[config.mk]
export PLATFORM = sky130hd
export DESIGN_NAME = cache_control
export DESIGN_NICKNAME = d
export VERILOG_FILES = /design/src/rtl/cache_control.sv
export SDC_FILE = /design/constraint.sdc
export NUM_CORES = 1
export LEC_CHECK = 0
export CAP_MARGIN = 20
export CORE_AREA = 2 2 39 41
export CTS_CLUSTER_SIZE = 10
export DETAILED_ROUTE_END_ITERATION = 7
export DIE_AREA = 0 0 41 43
export DONT_BUFFER_PORTS = 1
export GPL_TIMING_DRIVEN = 0
export SYNTH_ARGS = -nofsm -noshare
export SYNTH_HDL_FRONTEND = slang
export SYNTH_SLANG_ARGS = --single-unit
[constraint.sdc]
create_clock -name clk -period 2.43 [get_ports clk]
set_clock_uncertainty 0.2 [all_clocks]
set_input_delay 0.3645 -clock clk [delete_from_list [all_inputs] [get_ports clk]]
set_output_delay 0.3645 -clock clk [all_outputs]
set_load 0.05 [all_outputs]
[src/rtl/cache_control.sv]
// cache_control: control FSM for a 2-way, write-back, write-allocate cache.
// It sequences the lookup, writeback and fill steps around the rw_array
// instances. It also runs the CPU request/response handshake and the
// physical-memory burst handshake.
// Every output is combinational from the state register, the victim register
// and the current inputs. All outputs are forced low while rst is high.

module cache_control (
  input  logic       clk,
  input  logic       rst,
  // CPU side
  input  logic       mem_read,
  input  logic       mem_write,
  output logic       mem_resp,
  // status from the datapath (registered array outputs)
  input  logic [1:0] hit,
  input  logic       victim_dirty,
  input  logic       lru_out,
  // physical memory side
  output logic       pmem_read,
  output logic       pmem_write,
  input  logic       pmem_resp,
  // array control
  output logic       array_read,
  output logic [1:0] load_data,
  output logic [1:0] load_tag,
  output logic [1:0] load_valid,
  output logic [1:0] load_dirty,
  output logic       load_lru,
  output logic       dirty_in,
  output logic       lru_in,
  output logic       datain_sel,
  output logic       pmem_addr_sel,
  output logic       way_sel
);

  // FSM encoding
  localparam logic [1:0] S_IDLE      = 2'd0;
  localparam logic [1:0] S_CHECK     = 2'd1;
  localparam logic [1:0] S_WRITEBACK = 2'd2;
  localparam logic [1:0] S_FILL      = 2'd3;

  // registered state
  logic [1:0] r_state;
  logic       r_victim;

  // next-state values
  logic [1:0] w_state_next;
  logic       w_victim_next;

  // request / lookup decode
  logic       w_req;
  logic       w_hit_any;
  logic       w_hit_way;
  logic [1:0] w_hit_mask;
  logic [1:0] w_victim_mask;

  // raw outputs before reset gating
  logic       w_mem_resp;
  logic       w_pmem_read;
  logic       w_pmem_write;
  logic       w_array_read;
  logic [1:0] w_load_data;
  logic [1:0] w_load_tag;
  logic [1:0] w_load_valid;
  logic [1:0] w_load_dirty;
  logic       w_load_lru;
  logic       w_dirty_in;
  logic       w_lru_in;
  logic       w_datain_sel;
  logic       w_pmem_addr_sel;
  logic       w_way_sel;

  // A simultaneous read and write is served as a write. mem_write alone
  // selects the write path, so no separate priority logic is needed.
  assign w_req     = mem_read | mem_write;
  assign w_hit_any = |hit;
  // When both ways hit, way 0 wins.
  assign w_hit_way = ~hit[0];
  assign w_hit_mask    = w_hit_way ? 2'b10 : 2'b01;
  assign w_victim_mask = r_victim  ? 2'b10 : 2'b01;

  // State and victim registers, asynchronously cleared
  always_ff @(posedge clk or posedge rst) begin
    if (rst) begin
      r_state  <= S_IDLE;
      r_victim <= 1'b0;
    end else begin
      r_state  <= w_state_next;
      r_victim <= w_victim_next;
    end
  end

  // Next-state selection and victim capture on a miss
  always_comb begin
    w_state_next  = r_state;
    w_victim_next = r_victim;
    case (r_state)
      S_IDLE: begin
        if (w_req) begin
          w_state_next = S_CHECK;
        end
      end
      S_CHECK: begin
        if (w_hit_any) begin
          // The idle cycle after a response is mandatory.
          w_state_next = S_IDLE;
        end else begin
          // The victim way is the LRU way of the addressed set. It is held
          // across the writeback and fill, because the datapath's LRU
          // output is not stable once the arrays are being rewritten.
          w_victim_next = lru_out;
          w_state_next  = victim_dirty ? S_WRITEBACK : S_FILL;
        end
      end
      S_WRITEBACK: begin
        if (pmem_resp) begin
          w_state_next = S_FILL;
        end
      end
      S_FILL: begin
        if (pmem_resp) begin
          // The re-lookup hits through the array read-during-write forward.
          w_state_next = S_CHECK;
        end
      end
      default: begin
        w_state_next = S_IDLE;
      end
    endcase
  end

  // Output decode per state. pmem_resp outside WRITEBACK/FILL has no effect.
  always_comb begin
    w_mem_resp      = 1'b0;
    w_pmem_read     = 1'b0;
    w_pmem_write    = 1'b0;
    w_array_read    = 1'b0;
    w_load_data     = 2'b00;
    w_load_tag      = 2'b00;
    w_load_valid    = 2'b00;
    w_load_dirty    = 2'b00;
    w_load_lru      = 1'b0;
    w_dirty_in      = 1'b0;
    w_lru_in        = 1'b0;
    w_datain_sel    = 1'b0;
    w_pmem_addr_sel = 1'b0;
    w_way_sel       = 1'b0;
    case (r_state)
      S_IDLE: begin
        // Start the lookup. The array outputs are valid in the next cycle.
        w_array_read = w_req;
      end
      S_CHECK: begin
        if (w_hit_any) begin
          w_mem_resp = 1'b1;
          w_load_lru = 1'b1;
          // The other way becomes least recently used.
          w_lru_in   = ~w_hit_way;
          w_way_sel  = w_hit_way;
          if (mem_write) begin
            w_load_data  = w_hit_mask;
            w_load_dirty = w_hit_mask;
            w_dirty_in   = 1'b1;
            w_datain_sel = 1'b0;
          end
        end
      end
      S_WRITEBACK: begin
        w_pmem_write    = 1'b1;
        w_pmem_addr_sel = 1'b1;
        w_way_sel       = r_victim;
      end
      S_FILL: begin
        w_pmem_read     = 1'b1;
        w_pmem_addr_sel = 1'b0;
        if (pmem_resp) begin
          w_load_data  = w_victim_mask;
          w_load_tag   = w_victim_mask;
          w_load_valid = w_victim_mask;
          w_load_dirty = w_victim_mask;
          w_dirty_in   = 1'b0;
          w_datain_sel = 1'b1;
          w_array_read = 1'b1;
        end
      end
      default: begin
        w_mem_resp = 1'b0;
      end
    endcase
  end

  // Reset gating. The state register clears asynchronously, but IDLE still
  // decodes array_read from a live request. Gating with rst keeps every
  // output at 0 while reset is held. It also drops any pmem request in the
  // same cycle that rst asserts.
  assign mem_resp      = ~rst & w_mem_resp;
  assign pmem_read     = ~rst & w_pmem_read;
  assign pmem_write    = ~rst & w_pmem_write;
  assign array_read    = ~rst & w_array_read;
  assign load_data     = {2{~rst}} & w_load_data;
  assign load_tag      = {2{~rst}} & w_load_tag;
  assign load_valid    = {2{~rst}} & w_load_valid;
  assign load_dirty    = {2{~rst}} & w_load_dirty;
  assign load_lru      = ~rst & w_load_lru;
  assign dirty_in      = ~rst & w_dirty_in;
  assign lru_in        = ~rst & w_lru_in;
  assign datain_sel    = ~rst & w_datain_sel;
  assign pmem_addr_sel = ~rst & w_pmem_addr_sel;
  assign way_sel       = ~rst & w_way_sel;

endmodule
==> results.md, run 1 <==
- Outcome: finished, violations left
- Failing checks: negative setup slack
- Worst skew pair latency: 0.23 ns
- CP Capture Type: output port
- Slowest CP cell: dfrtp_1
- Worst setup SP type: register
- Top-count cell post-synth: buf_4
- Final setup viols: 3
- Drt drc: 0
- Max H-tree Level: 1
- Relative slew slack: approximately three fifths
- Global-route wire length before repair: ~1.4 mm
- Syn_area_per_cell: between 8 and 9 sq um
- GR Layer Usage met2: between 10% and 20%
- Clock group share of total power: between 10 and 15%
- Unique cell type count in the Yosys netlist: 26
- WP data required: approximately 1.9 ns
- Width of the die: ~41 microns
- Max-slew violations: 0
- Rows: 14
- Final #Nets: 70
- GPL Wtd Cong: 0.692
- Fin cells: just over 70
- WHS: between 0.07 and 0.08 ns
- First-pass DRT Iterations: 1
- Most Used Layer, Global Route: met2
- Hold Path Origin: lru_out
- CTS Root Cell: clkbuf_4
- Initial Util: between 20% and 30%
- Vias per cell: about 5.1
- Post-synth EDFFs: 0
- Number of synthesized register bits: 3
- Max VDD drop: roughly 0.6 mV
- Inst Count DP: 64
- Standby leakage power: 0.262 nW
- Final WL: around 960 microns
- Main synth FF type: dfrtp_1
- FF-to-FF setup slack: 0.85 ns
- Power Dens Cells: approximately 1200 nW/um^2
- RSZ-0062 raised after global routing: true
- TritonCTS clock tree: built
- Synthesized area: slightly above 400 sq um
- Synth top area cells: dfrtp_1, ha_1, buf_4
- Internal power: between 0.3 and 0.4 mW
- CP Data Arrival Time: slightly below 2 ns
- WP buf/inv: 2
- Total track usage: about an eighth
- Syn Inst Count: 48
- CP top delay family: simple AND/OR/NAND/NOR gates
- Clock sink count: 3
- FF-to-FF End: r_state[1]$_DFFE_PP0P_
- Syn Nets: 61
- Clock transition at path regs: around 0.04 ns
- Switching pwr: ~0.37 mW
- Initial antenna violation count: 0
- Synth-to-Final Area Change: 40.7%
- Die H: about 43 microns
- Sequential share of power: around 16%
- Post-route setup slack: -0.111 ns
- Grt ovf: 0
- Worst min-delay path category: in -> reg
- Final hold vios: 0
- Switching part of the total: 52.7%
- Vias in the first global route: between 300 and 400
- Tightest Pin Transition: between 0.5 and 0.6 ns
- ANT nets after route: 0
- Core Area: around 1400 sq um
- Cell Chain, Critical Path: buf_6 -> ha_4 -> nor2b_4 -> and2_4 -> and2b_4 -> buf_8
- Area leader, netlist: dfrtp_1
- Pin count of the biggest net entering global routing: 7
- R2r worst-path depth: 5
- Fraction of layout instances using a drive strength above 1: between 50% and 60%
- Pre-CTS setup slack: -0.220 ns
- Longest Clk Path Bufs: 2
- GRT met1 Usage: around 15%
- Vias: around 370
- DP Wirelength: between 700 and 800 microns
- Worst Hold Path Cells: 1
- Maxcap violations: 0
- Synth warn: 0
- Sequential share of the synthesized area: a little under a fifth
- Die area: around 1800 sq um
- GRT met3 Usage: 0%
- I/O pin total: 27
- Gate power share: between 70% and 80%
- Most frequent cells after synthesis: buf_4, ha_1, inv_1
- CP peak stage delay: between 0.3 and 0.4 ns
- WL/cell: 13.3 microns
- Worst flop-to-flop path startpoint: r_state[0]$_DFFE_PP0P_
- Fmax: ~0.4 GHz
- Post-route setup TNS: -0.185 ns
- Ys async rst share: 100%
- Port buffer count: 0
- Critical path class: reg -> out
- Endpoint, Worst Hold: r_victim$_DFFE_PP0P_
- Num CTS Buffers: 3
- CP Max Fanout: 3
- Final min period: 2.54 ns
- Antenna cells: 0
- Final core utilization: about two fifths
- Share of the synthesized area in the top cell type: between 10% and 20%
- DRT iter0 DRCs: 0
- Final period util: 105%
final cells by class:
type                    instances  area [sq um]
well taps                      16          20.0
inverters                       4          15.0
fillers                       147           808
multi-input cells              35           345
flip-flops and latches          3          76.3
clock buffers                   4          26.3
repair buffers                  4          36.3
plain buffers                   6          56.3
worst reg2reg max path: stages (launching register included):
cell and delay [ns]:
dfrtp_2 0.44, inv_1 0.12, ha_1 0.26, nor2_1 0.08
o2bb2ai_2 0.19, mux2i_1 0.22
logic make-up (layout without fill, tap and decap cells):
kind of cell / count (synthesis) / count (layout) / synth area share, %
multiplexers: 3 / 3 / 7.65
AND/OR/NAND/NOR: 19 / 19 / 30.6
buffers and inverters: 10 / 18 / 14.7
flip-flops: 3 / 3 / 18.3
adder cells (fa/ha/maj): 4 / 4 / 12.2
AO/OA/AOI/OAI: 9 / 9 / 16.5
layer usage:
| layer | share of wire [%] | wire (microns) |
|---|---|---|
| met2 | 53 | 508 |
| met3 | 7.4 | 71 |
| met4 | 0 | 0 |
| met5 | 0 | 0 |
| met1 | 39 | 377 |
how the worst max path moves through the flow:
| stage | start | endpoint | cells after the start |
|---|---|---|---|
| floorplan | r_state[1]$_DFFE_PP0P_ | load_dirty[1] | 6 |
| global placement | r_state[1]$_DFFE_PP0P_ | load_dirty[1] | 6 |
| detailed placement | r_state[1]$_DFFE_PP0P_ | load_dirty[1] | 6 |
| CTS | r_state[1]$_DFFE_PP0P_ | load_dirty[1] | 6 |
| global route | r_state[1]$_DFFE_PP0P_ | load_valid[0] | 6 |
| finish | r_state[1]$_DFFE_PP0P_ | load_valid[0] | 6 |
state kept, by name, indices dropped and copies added, names as in the netlist:
signal,count
r_state,2
r_victim,1
cell usage in the layout (no fill, tap or decap):
cell type	count
and2b_4	1
o211a_1	1
inv_1	3
nor2b_4	3
o2bb2ai_2	1
inv_2	1
a31oi_1	1
ha_1	2
dfrtp_1	2
and2_2	1
clkbuf_4	3
buf_6	2
a22o_1	1
a21oi_1	1
buf_8	1
nor2_1	3
dfrtp_2	1
nor3_4	1
buf_4	6
clkbuf_1	1
and3_2	2
and3_1	2
mux2i_1	2
o21ai_0	3
dlygate4sd3_1	1
nor3b_2	1
and2_4	2
nand3_1	1
a211oi_4	1
ha_4	2
nand2b_1	1
mux2_1	1
nand2_1	1
through the flow:
step	power, mW	cell area [sq um]
2_1_floorplan	0.468	423
3_3_place_gp	0.514	443
3_5_place_dp	0.519	443
4_1_cts	0.669	541
5_1_grt	0.760	576
6_report	0.709	576
what timing repair did:
| item | CTS | global route |
|---|---|---|
| resized for setup | 12 | 8 |
| buffers inserted | 2 | 1 |
| pin swaps | 2 | 2 |
| hold buffers | 1 | 0 |
| endpoints found under the hold margin | 3 | 0 |
| endpoints found under the setup margin | 8 | 6 |
power by group through the flow:
stage | Sequential [mW] | Combinational [mW] | Clock (mW)
global placement | 0.100 | 0.414 | 0
finish | 0.111 | 0.512 | 0.0863
detailed placement | 0.101 | 0.418 | 0
global route | 0.115 | 0.553 | 0.0919
CTS | 0.102 | 0.475 | 0.0923
floorplan | 0.0936 | 0.374 | 0
No activity file was read; power rests on OpenSTA's default activity.
==> inputs of run 2 (changes only) <==
Settings changed: CTS_BUF_LIST set to sky130_fd_sc_hd__clkbuf_2 sky130_fd_sc_hd__clkbuf_4 sky130_fd_sc_hd__clkbuf_8, CTS_CLUSTER_SIZE 10 to 24, HOLD_SLACK_MARGIN set to 0.1.
==> results.md, run 2 (synthesis results as in run 1) <==
- Global-route wire length before repair: between 1 and 1.5 mm
- Final hold vios: 0
- Worst min-delay path category: in -> reg
- CP Max Fanout: 3
- Port buffer count: 0
- CP Data Arrival Time: 1.98 ns
- Die area: roughly 1800 sq um
- Core Area: approximately 1400 sq um
- Rows: 14
- TritonCTS clock tree: built
- Worst setup SP type: register
- Final #Nets: between 70 and 80
- CP Capture Type: output port
- WP data required: around 1.9 ns
- CTS Root Cell: clkbuf_4
- Fmax: a little under 0.4 GHz
- Total track usage: between 10% and 20%
- Failing checks: negative setup slack
- Maxcap violations: 0
- Drt drc: 0
- ANT nets after route: 0
- Grt ovf: 0
- Vias in the first global route: approximately 350
- Final period util: 105%
- CP peak stage delay: between 0.3 and 0.4 ns
- First-pass DRT Iterations: 1
- Width of the die: just over 40 microns
- Tightest Pin Transition: 0.589 ns
- Biggest register: r_state
- Post-route setup TNS: -0.187 ns
- RSZ-0062 raised after global routing: true
- Post-route setup slack: -0.112 ns
- Most common cell after layout, fill and taps aside: buf_4
- Power Dens Cells: ~1200 nW/um^2
- Relative slew slack: roughly three fifths
- Most frequent cells in the layout: buf_4, clkbuf_4
- Vias: about 370
- DRT iter0 DRCs: 0
- WL/cell: around 13 microns
- Pre-CTS setup slack: -0.220 ns
- Cell Chain, Critical Path: buf_6 -> ha_4 -> nor2b_4 -> and2_4 -> and2b_4 -> buf_8
- GPL Wtd Cong: 0.692
- Worst skew pair latency: approximately 0.23 ns
- DP Wirelength: 725 microns
- I/O pin total: 27
- Max H-tree Level: 1
- Largest regs: r_state x2, r_victim x1
- Max-slew violations: 0
- Clock sink count: 3
- Outcome: finished, violations left
- Antenna cells: 0
- Power Total: between 0.7 and 0.8 mW
- Standby leakage power: approximately 0.27 nW
- Final WL: about 960 microns
- Slowest CP cell: dfrtp_1
- Pin count of the biggest net entering global routing: 7
- Max VDD drop: approximately 0.59 mV
- Die H: around 43 microns
- Num CTS Buffers: 3
- Max reg flops: 2
- FF-to-FF setup slack: around 0.84 ns
- Fraction of layout instances using a drive strength above 1: between 50% and 60%
- Clock transition at path regs: ~0.040 ns
- Final min period: 2.54 ns
- Final setup viols: 3
- Longest Clk Path Bufs: 2
- Synth-to-Final Area Change: 44.0%
- Initial antenna violation count: 0
- Critical path class: reg -> out
- Initial Util: 29.6%
- Vias per cell: between 5 and 6
[run 2: cell types whose count changed in the layout (fill, tap and decap cells not counted)]
cell | previous run | this run
clkbuf_1 | 1 | 0
clkbuf_4 | 3 | 4
dlygate4sd3_1 | 1 | 2
[run 2: area by class of cell]
class,instances,area (sq um)
fill,147,795
multi-input combinational,35,345
sequential,3,76.3
buffer,6,56.3
timing repair buffer,5,46.3
clock buffer,4,30.0
tap,16,20.0
inverter,4,15.0
[run 2: layer usage]
layer | routed length [microns] | share of wire, % | GRT usage (%) | up-vias
met5 | 0 | 0 | 0 | -
met4 | 0 | 0 | 8.00 | 0
met3 | 74 | 7.7 | 0 | 0
met2 | 513 | 53 | 20.3 | 17
met1 | 371 | 39 | 14.8 | 178
li1 | - | - | - | 178
[run 2: per-stage QoR]
stage	utilization [%]	hold slack (ns)	cell area [sq um]	cells
global route	42.6	0.169	589	73
CTS	40.1	0.148	554	72
global placement	32.0	-0.0256	443	64
floorplan	-	-0.0579	423	48
detailed placement	32.0	-0.0265	443	64
finish	42.6	0.151	589	73
[run 2: critical path: cells and delay by family, from the launching register on]
family	cells	cell delay (ns)
flip-flops	1	0.36
adder cells (fa/ha/maj)	1	0.13
buffers and inverters	2	0.30
AND/OR/NAND/NOR	3	0.96
[run 2: worst paths after layout]
| check | startpoint | to | cells after the start |
|---|---|---|---|
| setup / recovery | r_state[1]$_DFFE_PP0P_ | load_valid[0] | 6 |
| hold / removal | pmem_resp | r_state[0]$_DFFE_PP0P_ | 2 |
| setup reg to reg | r_state[0]$_DFFE_PP0P_ | r_state[1]$_DFFE_PP0P_ | 5 |
| hold reg to reg | r_victim$_DFFE_PP0P_ | r_victim$_DFFE_PP0P_ | 1 |
| max in group asynchronous | rst | r_state[0]$_DFFE_PP0P_ | 2 |
| min in group asynchronous | rst | r_state[1]$_DFFE_PP0P_ | 2 |
[run 2: report_power, final]
group / internal [mW] / switching, mW / total (mW)
combinational: 0.197 / 0.316 / 0.513
clock: 0.0726 / 0.0251 / 0.0977
sequential: 0.0774 / 0.0335 / 0.111
total: 0.347 / 0.374 / 0.721
[run 2: repair_timing]
action                                  in CTS  in global routing
hold endpoints to repair                     4                  0
cloned                                       0                  0
endpoints found under the setup margin       8                  6
pin swaps                                    2                  2
gates resized for setup                     12                  8
hold buffers                                 2                  0
setup buffers                                2                  1
